--- src/rtl/bucket_dump.sv ---
// Post-epoch reader for a part_1 bucket RAM: scans every address, streams the
// non-empty {ID, count} entries through a small credit-managed FIFO, and can clear buckets as it goes.
module bucket_dump #(
    parameter int unsigned RAM_PTR    = 10,
    parameter int unsigned FIFO_DEPTH = 4
) (
    input  logic               clk,
    input  logic               rst_n,
    input  logic               start,
    input  logic               clear_en,
    output logic               busy,
    output logic               done,
    output logic [RAM_PTR:0]   entry_cnt,
    output logic               ram_rd_en,
    output logic [RAM_PTR-1:0] ram_rd_addr,
    input  logic [63:0]        ram_rd_data,
    output logic               ram_wr_en,
    output logic [RAM_PTR-1:0] ram_wr_addr,
    output logic [63:0]        ram_wr_data,
    output logic [63:0]        e_f_out,
    output logic               out_valid,
    input  logic               out_ready
);

    localparam int unsigned DATA_W = 64;
    localparam int unsigned CNT_W  = $clog2(FIFO_DEPTH + 1);
    localparam int unsigned IDX_W  = (FIFO_DEPTH > 1) ? $clog2(FIFO_DEPTH) : 1;
    localparam int unsigned ECNT_W = RAM_PTR + 1;
    localparam logic [RAM_PTR-1:0] LAST_ADDR = '1;

    typedef enum logic [1:0] {
        S_IDLE,
        S_SCAN,
        S_DRAIN,
        S_DONE
    } state_t;

    state_t               state, state_nxt;
    logic [RAM_PTR-1:0]   rd_ptr, rd_ptr_nxt;
    logic                 clr_lat, clr_nxt;
    logic                 rd_vld_d;
    logic [RAM_PTR-1:0]   rd_addr_d;

    logic [DATA_W-1:0]    mem [FIFO_DEPTH];
    logic [IDX_W-1:0]     rd_idx, rd_idx_nxt;
    logic [IDX_W-1:0]     wr_idx, wr_idx_nxt;
    logic [CNT_W-1:0]     cnt, cnt_pop, cnt_nxt;
    logic [CNT_W:0]       credit_use;
    logic                 credit_ok;
    logic                 push, pop;

    logic                 busy_nxt, done_nxt;
    logic [ECNT_W-1:0]    ecnt_nxt;
    logic                 rd_en_nxt;
    logic [RAM_PTR-1:0]   rd_addr_nxt;
    logic                 wr_en_nxt;
    logic [RAM_PTR-1:0]   wr_addr_nxt;
    logic [DATA_W-1:0]    head_nxt;

    function automatic logic [IDX_W-1:0] idx_inc(input logic [IDX_W-1:0] i);
        return (i == IDX_W'(FIFO_DEPTH - 1)) ? '0 : i + IDX_W'(1);
    endfunction

    // Next-state, FIFO bookkeeping and next values of every registered output
    always_comb begin
        state_nxt   = state;
        rd_ptr_nxt  = rd_ptr;
        clr_nxt     = clr_lat;
        busy_nxt    = busy;
        done_nxt    = 1'b0;
        ecnt_nxt    = entry_cnt;
        rd_en_nxt   = 1'b0;
        rd_addr_nxt = ram_rd_addr;

        pop        = out_valid && out_ready;
        push       = rd_vld_d && (ram_rd_data != '0);
        cnt_pop    = cnt - CNT_W'(pop);
        cnt_nxt    = cnt_pop + CNT_W'(push);
        rd_idx_nxt = pop  ? idx_inc(rd_idx) : rd_idx;
        wr_idx_nxt = push ? idx_inc(wr_idx) : wr_idx;

        // Head register: bypass the returning word when the FIFO would otherwise be empty
        if (cnt_nxt == '0) begin
            head_nxt = '0;
        end else if (cnt_pop == '0) begin
            head_nxt = ram_rd_data;
        end else begin
            head_nxt = mem[rd_idx_nxt];
        end

        // The read issued now lands two edges later; count it against the FIFO space
        credit_use = {1'b0, cnt_nxt} + (CNT_W + 1)'(ram_rd_en);
        credit_ok  = credit_use <= (CNT_W + 1)'(FIFO_DEPTH - 2);

        if (pop) begin
            ecnt_nxt = entry_cnt + ECNT_W'(1);
        end

        wr_en_nxt   = rd_vld_d && clr_lat;
        wr_addr_nxt = rd_vld_d ? rd_addr_d : ram_wr_addr;

        case (state)
            S_IDLE: begin
                if (start) begin
                    state_nxt   = S_SCAN;
                    clr_nxt     = clear_en;
                    busy_nxt    = 1'b1;
                    ecnt_nxt    = '0;
                    rd_en_nxt   = 1'b1;
                    rd_addr_nxt = '0;
                    rd_ptr_nxt  = RAM_PTR'(1);
                end
            end
            S_SCAN: begin
                if (credit_ok) begin
                    rd_en_nxt   = 1'b1;
                    rd_addr_nxt = rd_ptr;
                    rd_ptr_nxt  = rd_ptr + RAM_PTR'(1);
                    if (rd_ptr == LAST_ADDR) begin
                        state_nxt = S_DRAIN;
                    end
                end
            end
            S_DRAIN: begin
                if ((cnt_nxt == '0) && !ram_rd_en && !rd_vld_d) begin
                    state_nxt = S_DONE;
                    done_nxt  = 1'b1;
                    busy_nxt  = 1'b0;
                end
            end
            S_DONE: begin
                state_nxt = S_IDLE;
            end
            default: begin
                state_nxt = S_IDLE;
            end
        endcase
    end

    always_ff @(posedge clk or negedge rst_n) begin
        if (!rst_n) begin
            state       <= S_IDLE;
            rd_ptr      <= '0;
            clr_lat     <= 1'b0;
            rd_vld_d    <= 1'b0;
            rd_addr_d   <= '0;
            cnt         <= '0;
            rd_idx      <= '0;
            wr_idx      <= '0;
            busy        <= 1'b0;
            done        <= 1'b0;
            entry_cnt   <= '0;
            ram_rd_en   <= 1'b0;
            ram_rd_addr <= '0;
            ram_wr_en   <= 1'b0;
            ram_wr_addr <= '0;
            e_f_out     <= '0;
            out_valid   <= 1'b0;
        end else begin
            state       <= state_nxt;
            rd_ptr      <= rd_ptr_nxt;
            clr_lat     <= clr_nxt;
            rd_vld_d    <= ram_rd_en;
            rd_addr_d   <= ram_rd_addr;
            cnt         <= cnt_nxt;
            rd_idx      <= rd_idx_nxt;
            wr_idx      <= wr_idx_nxt;
            busy        <= busy_nxt;
            done        <= done_nxt;
            entry_cnt   <= ecnt_nxt;
            ram_rd_en   <= rd_en_nxt;
            ram_rd_addr <= rd_addr_nxt;
            ram_wr_en   <= wr_en_nxt;
            ram_wr_addr <= wr_addr_nxt;
            e_f_out     <= head_nxt;
            out_valid   <= (cnt_nxt != '0);
        end
    end

    // FIFO storage carries no reset; occupancy and pointers define validity
    always_ff @(posedge clk) begin
        if (push) begin
            mem[wr_idx] <= ram_rd_data;
        end
    end

    assign ram_wr_data = '0;

endmodule

--- config.mk ---
export PLATFORM = sky130hd
export DESIGN_NAME = bucket_dump
export DESIGN_NICKNAME = d
export VERILOG_FILES = /design/src/rtl/bucket_dump.sv
export SDC_FILE = /design/constraint.sdc
export NUM_CORES = 1
export LEC_CHECK = 0
export ABC_AREA = 1
export BUFFER_PORTS_ARGS = -buffer_cell sky130_fd_sc_hd__buf_2
export CAP_MARGIN = 20
export CORE_MARGIN = 4
export CORE_UTILIZATION = 44
export DETAILED_ROUTE_END_ITERATION = 8
export HOLD_SLACK_MARGIN = 0.05
export PLACE_DENSITY = 0.62
export SLEW_MARGIN = 25
export SYNTH_ARGS = -nofsm -noshare
export SYNTH_HDL_FRONTEND = slang
export SYNTH_SLANG_ARGS = --single-unit
--- constraint.sdc ---
create_clock -name clk -period 4.7 [get_ports clk]
set_clock_uncertainty 0.1 [all_clocks]
set_input_delay 0.94 -clock clk [delete_from_list [all_inputs] [get_ports clk]]
set_output_delay 0.94 -clock clk [all_outputs]
set_load 0.01 [all_outputs]
# Word level (Yosys, flattened, before mapping)
# Memory sizes are Yosys's and may differ from the RTL's.
# Index checks and enable logic that the tools add are counted.
word_totals:
  register_bits: 131
  latchBits: 0
  mem_bits_rw: 256
  rom_bits: 0
  wordCells: 83
  memories: 1
mem_list:
  columns: ["memory", "depth", "width", "read_ports", "rd_ports_with_merged_regs", "wr", "line_no", "text"]
  rows:
  - ["mem", 4, 64, 1, 0, 1, "44", "logic [DATA_W-1:0] mem [FIFO_DEPTH];"]
classes:
  addsub: 7
  multipliers: 0
  div_mod_pow: 0
  magnitude_cmp: 1
  n_eq_ne: 10
  shift: 0
  muxes: 29
  bitwise: 0
  reduce_logical: 18
ops:
  columns: ["operator", "n"]
  rows:
  - ["$mux 64", 2]
  - ["$reduce_bool 64->1", 1]
  - ["$mux 10", 4]
  - ["$pmux 10 s2", 2]
  - ["$mux 11", 3]
  - ["$mux 2", 7]
  - ["$add 11x1->11 const B", 1]
  - ["$add 10x1->10 const B", 1]
  - ["$eq 10x10->1 const B", 1]
  - ["$eq 2x2->1 const B", 4]
  - ["$mux 1", 8]
  - ["$ne 2x2->1 const B", 4]
  - ["$pmux 2 s4", 1]
  - ["$logic_not 3->1", 2]
  - ["$reduce_and 3->1", 2]
  - ["$logic_and 1x1->1", 5]
  - ["$add 2x1->2 const B", 2]
  - ["$add 3x1->4", 1]
  - ["$le 4x2->1 const B", 1]
  - ["$pmux 1 s2", 2]
  - ["$reduce_and 4->1", 1]
  - ["$reduce_bool 2->1", 2]
  - ["$add 3x1->3", 1]
  - ["$reduce_bool 3->1", 1]
  - ["5 further kinds", 6]

# Longest topological paths before layout
# Gate-level depths: netlist (run 1).
depth:
  word_depth: 8
  mapped_depth: 21

# Worst setup path before layout (run 1)
# OpenSTA, ideal clock, no wires.
synth_path:
  path_kind: "input -> register"
  start: "input ram_rd_data[52]"
  end: "memory mem[0][0] (enable)"
  setup_ps: 487
  t_arrival_ps: 4104
  slack_ps: 9
  path_stages: 8
  path_cell_list: "inv_1 > nand4_1 > nor2_1 > nand2_1 > nor2_1 > nand2_1 > nand2_1 > nor2_1"
synth_between:
  elab_chain_len: 4
synth_lines:
  columns: ["element", "line_no", "text"]
  rows:
  - ["start: declaration", "16", "input logic [63:0] ram_rd_data,"]
  - ["$reduce_bool 64->1", "76", "push = rd_vld_d && (ram_rd_data != '0);"]
  - ["$logic_and 1x1->1", "76", null]
  - ["$mux 1", "182", "if (push) begin"]
  - ["$mux 1 (not written as such)", "183", "mem[wr_idx] <= ram_rd_data;"]
  - ["end: declaration", "44", null]
# Every way passes these cells.

# Final worst setup path (run 1)
layout_path:
  start: "input ram_rd_data[36]"
  end: "register rd_ptr[5]"
layout_between:
  elab_chain_len: 7
layout_lines:
  columns: ["element", "line_no", "text"]
  rows:
  - ["$reduce_bool 64->1", "76", null]
  - ["$logic_and 1x1->1", "76", null]
  - ["net push", "50", "logic push, pop;"]
  - ["$add 3x1->3", "78", "cnt_nxt = cnt_pop + CNT_W'(push);"]
  - ["net cnt_nxt[1]", "47", "logic [CNT_W-1:0] cnt, cnt_pop, cnt_nxt;"]
  - ["$add 3x1->4", "92", "credit_use = {1'b0, cnt_nxt} + (CNT_W + 1)'(ram_rd_en);"]
  - ["$le 4x2->1", "93", "credit_ok = credit_use <= (CNT_W + 1)'(FIFO_DEPTH - 2);"]
  - ["$ne 2x2->1 (no source line)", null, null]
  - ["$reduce_and 3->1 (no source line)", null, null]
  - ["end signal: assignment", "161", "rd_ptr <= rd_ptr_nxt;"]
  - ["end: declaration", "39", "logic [RAM_PTR-1:0] rd_ptr, rd_ptr_nxt;"]
# The timed path passes the listed nets, and every way through them passes these cells.
# A chain may end at the register's enable or synchronous reset.

==> impl_metrics.json, run 1 <==
{
  "path_cells": "buf_2 > inv_1 > nand4_1 > nor2_1 > nand2_1 > nor2_1 > nand2_1 > nand2_1 > inv_1 > ha_1 > ha_1 > ha_1 > nand2_1 > nand3_1 > nand3_2 > nand2_4 > nand2_4 > o21ai_0",
  "yosysWarnings": 0,
  "cellLeakagePower_uw": 0.00861,
  "gp_congestion": 0.784,
  "cpMostUsedCell": "nand2_1",
  "rows": 71,
  "nNetsFinal": 1766,
  "cts.hold.buffers_added": 0,
  "grt_start_max_net_pins": 169,
  "clock_tree.root_cell": "clkbuf_16",
  "nFillCells": 3357,
  "critPathArrivalTime_ns": 3.81,
  "drt-total-wl_um": 36400,
  "die_area_um2": 41100,
  "setup_viol": 0,
  "relSlewSlack": 0.372,
  "startpoint_type": "input pin",
  "synthTopCellsByArea": "edfxtp_1, dfrtp_1, inv_1",
  "powerDensity_nw_per_um2": 661,
  "antenna_found_initial": 6,
  "cts_resized": 0,
  "instances_no_fill": 2229,
  "vias": 10763,
  "drtIter0Drc": 625,
  "yosys.area.top_type": "edfxtp_1",
  "period_share": 0.740,
  "finalSetupTns_ns": 0,
  "netlist_area_um2": 16700,
  "slew_viol_final": 0,
  "cap_violations": 0,
  "wl_per_cell_um": 16.3,
  "cts.sinks": 387,
  "grt_overflow_total": 0,
  "fin_util": 0.510,
  "dp_hpwl_um": 21800,
  "crit_path_max_fanout": 39,
  "clock_latency_ns": 0.56,
  "drc_errors": 0,
  "clk_pin_slew_ns": 0.06,
  "dieWidth_um": 203,
  "syn_avg_cell_area_um2": 11.0,
  "cts-buffers-inserted": 42,
  "min_path_type": "in -> async",
  "die_y_um": 203,
  "ir_drop_v": 0.000350,
  "htreeDepth": 2,
  "synth_cells": 1516,
  "worst_path_max_delay_cell": "ha_1",
  "design.core.area_um2": 37600,
  "status": "finished, final reports clean",
  "via_per_inst": 4.83,
  "end_kind": "flop",
  "cp.required_ns": 5.03,
  "grt_pass1_vias": 10395,
  "gr-usage-all-layers": 0.176,
  "final_layout_size_suffix_gt1_frac": 0.163,
  "ant_nets": 0,
  "drtPass1Iterations": 5,
  "worstMarginPinSlew_ns": 0.941,
  "clk_path_buf_depth": 3,
  "yosys.area.top_type_share": 0.460,
  "portBuffers": 168,
  "dp.cells": 2146,
  "final_hold_viol_count": 0,
  "seq_area_frac_synth": 0.657,
  "fmax_mhz": 288,
  "syn_to_final_growth_pct": 14.8,
  "fin_crit_ns": 3.48,
  "max_stage_delay_ns": 0.34,
  "synth-seq-cells": 387,
  "worst-setup-path-type": "in -> reg",
  "yosys.cell_types.count": 32,
  "postCtsSetupBuffers": 0,
  "grt_first_pass_wirelength_um": 57000,
  "rsz0062_at_grt": "no",
  "io-pin-count": 233,
  "cts_tree": "yes",
  "start_util": 0.444
}
-- worst paths after layout --
check	start	endpoint	slack, ns	depth (start not counted)
setup / recovery	ram_rd_data[36]	rd_ptr[5]	1.22	18
hold / removal	rst_n	e_f_out[8]	0.16	1
setup reg to reg	out_valid	rd_ptr[5]	1.87	13
hold reg to reg	ram_rd_addr[9]	rd_addr_d[9]	0.29	0
max in group asynchronous	rst_n	e_f_out[52]	3.70	2
min in group clk	ram_rd_addr[9]	rd_addr_d[9]	0.29	0
-- stage by stage --
| step | hold WS [ns] | worst slack (ns) | area [um2] | total power [uW] |
|---|---|---|---|---|
| final | 0.158 | 1.22 | 19200 | 12700 |
| after global routing | 0.155 | 1.06 | 19200 | 13600 |
| after CTS | 0.298 | 1.27 | 19100 | 12800 |
| after detailed placement | 0.286 | 0.680 | 17700 | 9590 |
| after floorplan | 0.335 | 0.00921 | 16900 | 8260 |
| after global placement | 0.289 | 0.711 | 17700 | 9470 |
-- layout by cell type (no fill, tap or decap), drive strengths merged --
cell	count
o21ai	27
clkinv	10
nor2	38
nand4	22
inv	300
o211ai	129
edfxtp	256
or2	1
nand3b	1
nand2	290
nor3	4
o21a	1
clkbuf	60
xor2	2
xnor2	1
a21oi	9
mux2	10
ha	16
a211o	1
bufinv	4
dfrtp	131
clkinvlp	1
diode	3
buf	191
a31oi	1
conb	64
nand3	145
-- logic make-up (layout without fill, tap and decap cells) --
kind of cell    count (synthesis)  after routing  synth area share
compound gates                168            168            0.0701
xor+xnor                        3              3           0.00157
fa+ha+maj                      16             16            0.0120
buf+inv                       430            566             0.122
flops                         387            387             0.657
mux                            10             10           0.00674
other cells                     1             67          0.000225
simple gates                  501            501             0.130
-- cell usage after synthesis --
master    instances
inv_1           293
nand2_1         282
edfxtp_1        256
nand3_1         143
dfrtp_1         131
o211ai_1        129
buf_4            71
nor2_1           38
buf_2            35
nand4_1          22
o21ai_0          17
ha_1             16
buf_6            14
clkbuf_1         10
mux2_2           10
o21ai_1          10
a21oi_1           9
nand2_2           5
inv_2             4
nor3_1            4
nand2_4           3
clkbuf_2          2
nand3_2           2
xor2_1            2
a211o_1           1
a31oi_1           1
buf_8             1
conb_1            1
nand3b_1          1
o21a_1            1
or2_2             1
xnor2_1           1
-- worst max-delay path: cells and delay by family --
kind / cells / cell delay (ns)
adders and majority gates: 3 / 0.77
buffers and inverters: 3 / 0.25
and+or+nand+nor: 11 / 1.67
AOI/OAI and AO/OA: 1 / 0.14
-- power breakdown --
part / internal, uW / switching [uW] / leakage, uW
registers: 4510 / 258 / 0.00399
clock network: 1930 / 1300 / 0.000653
logic: 1500 / 3160 / 0.00396
total: 7940 / 4720 / 0.00861
-- final cells by class --
class                   instances  area (um2)  share of cell area
flip-flops and latches        387       11000               0.572
multi-input cells             762        3980               0.208
clock buffers                  60        1150              0.0599
inverters                     297        1110              0.0582
repair buffers                191        1100              0.0573
well taps                     511         639              0.0334
clock inverters                18         206              0.0108
diodes                          3        7.51            0.000392
-- per-layer routing --
layer  vias to the layer above  routed length [um]  GRT usage
li1                       5236                   -          -
met1                      5158               16000      0.239
met2                       285               17200      0.281
met3                        78                2000     0.0332
met4                         6                1050     0.0698
met5                         -                  47          0
-- sequential cells by signal, indices dropped and copies added, names as in the netlist, 2 cells and up --
register,cells
ram_rd_addr,10
ram_wr_addr,10
state,2
rd_addr_d,10
entry_cnt,11
wr_idx,2
e_f_out,64
cnt,3
mem,256
rd_idx,2
rd_ptr,10
Note: power is estimated with default switching activity, not from simulation.
==> inputs of run 2 (changes only) <==
==> constraint.sdc (replaced) <==
create_clock -name clk -period 3.5 [get_ports clk]
set_clock_uncertainty 0.1 [all_clocks]
set_input_delay 0.7 -clock clk [delete_from_list [all_inputs] [get_ports clk]]
set_output_delay 0.7 -clock clk [all_outputs]
set_load 0.01 [all_outputs]
==> run 2 against run 1 <==
Effect of this change: sequential power is 34% higher; combinational power is 39% higher; die area stayed put; non-clock buffer count is 18 higher; via count is 0.29% higher; global-route usage is 0.24 points lower; clock power is 29% higher; final cell count is 0.67% higher; sequential share of layout area is 0.61 points lower; count of clock-buffer cells in the layout is 3 higher; core utilization is 0.55 points higher; critical path type unchanged; critical endpoint is now state[1]; largest cell class unchanged; highest routed layer unchanged.
==> impl_metrics.json, run 2 (synthesis gave the netlist of run 1 again) <==
{
  "powerDensity_nw_per_um2": 881,
  "io-pin-count": 233,
  "syn_to_final_growth_pct": 16.0,
  "die_y_um": 203,
  "cts.sinks": 387,
  "met2_usage": 0.294,
  "grt-busiest-layer": "met2",
  "dp.cells": 2166,
  "drc_errors": 0,
  "power.total_uw": 17100,
  "portBuffers": 168,
  "dp_hpwl_um": 21800,
  "vias": 10794,
  "cts-buffers-inserted": 42,
  "worst-setup-path-type": "in -> reg",
  "grt_pass1_vias": 10445,
  "period_share": 0.847,
  "nFillCells": 3353,
  "clock_tree.root_cell": "clkbuf_16",
  "crit_path_max_fanout": 4,
  "cellLeakagePower_uw": 0.00872,
  "cts.hold.buffers_added": 0,
  "cap_violations": 0,
  "critPathArrivalTime_ns": 3.29,
  "drtPass1Iterations": 5,
  "slew_viol_final": 0,
  "via_per_inst": 4.81,
  "status": "finished, final reports clean",
  "postCtsSetupBuffers": 0,
  "gp_congestion": 0.762,
  "instances_no_fill": 2244,
  "htreeDepth": 2,
  "setup_viol": 0,
  "wl_per_cell_um": 16.1,
  "grt_overflow_total": 0,
  "rows": 71,
  "final_layout_size_suffix_gt1_frac": 0.173,
  "gr-usage-all-layers": 0.173,
  "die_area_um2": 41100,
  "clk_path_buf_depth": 3,
  "final_cell_mix": "inv_1, nand2_1, edfxtp_1",
  "design.core.area_um2": 37600,
  "drt-total-wl_um": 36100,
  "worstMarginPinSlew_ns": 0.953,
  "startpoint_type": "input pin",
  "top_regs": "mem x256, e_f_out x64, entry_cnt x11",
  "nNetsFinal": 1784,
  "cts_resized": 0,
  "grt_start_max_net_pins": 82,
  "fmax_mhz": 337,
  "grt_util_met1": 0.226,
  "clk_pin_slew_ns": 0.06,
  "antenna_found_initial": 5,
  "clock_latency_ns": 0.54,
  "start_util": 0.444,
  "end_kind": "flop",
  "final_hold_viol_count": 0,
  "grt_first_pass_wirelength_um": 56700,
  "largest_register_ff_count": 256,
  "multi_input_comb_area_um2": 3980,
  "relSlewSlack": 0.365,
  "top_register": "mem",
  "cp.required_ns": 3.82,
  "cts_tree": "yes",
  "ant_nets": 0,
  "layout_commonest_cell": "inv_1",
  "drtIter0Drc": 603,
  "seq_area_um2": 11000,
  "rsz0062_at_grt": "no",
  "fin_crit_ns": 2.97,
  "dieWidth_um": 203,
  "use_met3": 0.0355,
  "ir_drop_v": 0.000483,
  "min_path_type": "in -> async"
}
run 2: through the flow:
step / setup WS [ns] / TNS, ns / hold WS [ns] / area (um2) / utilization
floorplan: -0.951 / -243.40 / 0.304 / 16900 / -
global placement: -0.0543 / -0.911 / 0.289 / 18000 / 0.479
finish: 0.534 / 0 / 0.150 / 19400 / 0.515
global route: 0.284 / 0 / 0.201 / 19400 / 0.515
detailed placement: -0.0951 / -1.38 / 0.293 / 18000 / 0.480
CTS: 0.469 / 0 / 0.167 / 19400 / 0.515
run 2: where the power goes:
part	switching, uW	leakage, uW	internal [uW]
Combinational	4270	0.00409	2220
Clock	1710	0.000647	2470
Sequential	325	0.00399	6060
run 2: worst max-delay path: stages:
cell and delay [ns]:
buf_2 0.11, inv_1 0.07, nand4_1 0.14, nor2_1 0.29
nand2_1 0.09, nor2_1 0.21, nand2_1 0.11, nand2_1 0.09
inv_1 0.04, ha_1 0.19, ha_1 0.31, buf_4 0.14
nor2_1 0.15, nand3_1 0.13, a21oi_1 0.27, nand3_1 0.14
nand2_1 0.08, nand2_1 0.05
run 2: area by class of cell:
class | count | area share
diodes | 2 | 0.000258
clock buffers | 63 | 0.0625
clock inverters | 13 | 0.00575
inverters | 297 | 0.0576
multi-input cells | 762 | 0.206
flip-flops and latches | 387 | 0.566
well taps | 511 | 0.0330
repair buffers | 209 | 0.0691
run 2: path summary, 6_finish.rpt:
kind / cells after the start / slack, ns / to / startpoint
max in group asynchronous: 2 / 2.37 / e_f_out[61] / rst_n
min reg2reg: 0 / 0.30 / rd_addr_d[6] / ram_rd_addr[6]
max reg2reg: 13 / 0.83 / state[1] / out_valid
max: 18 / 0.53 / state[1] / ram_rd_data[29]
min in group clk: 3 / 0.27 / clr_lat / clear_en
min: 1 / 0.15 / e_f_out[8] / rst_n
run 2: layer usage:
layer  part of all wire  vias up
met5            0.00097        -
met3              0.060       63
li1                   -     5279
met1               0.43     5173
met4              0.025        6
met2               0.48      273
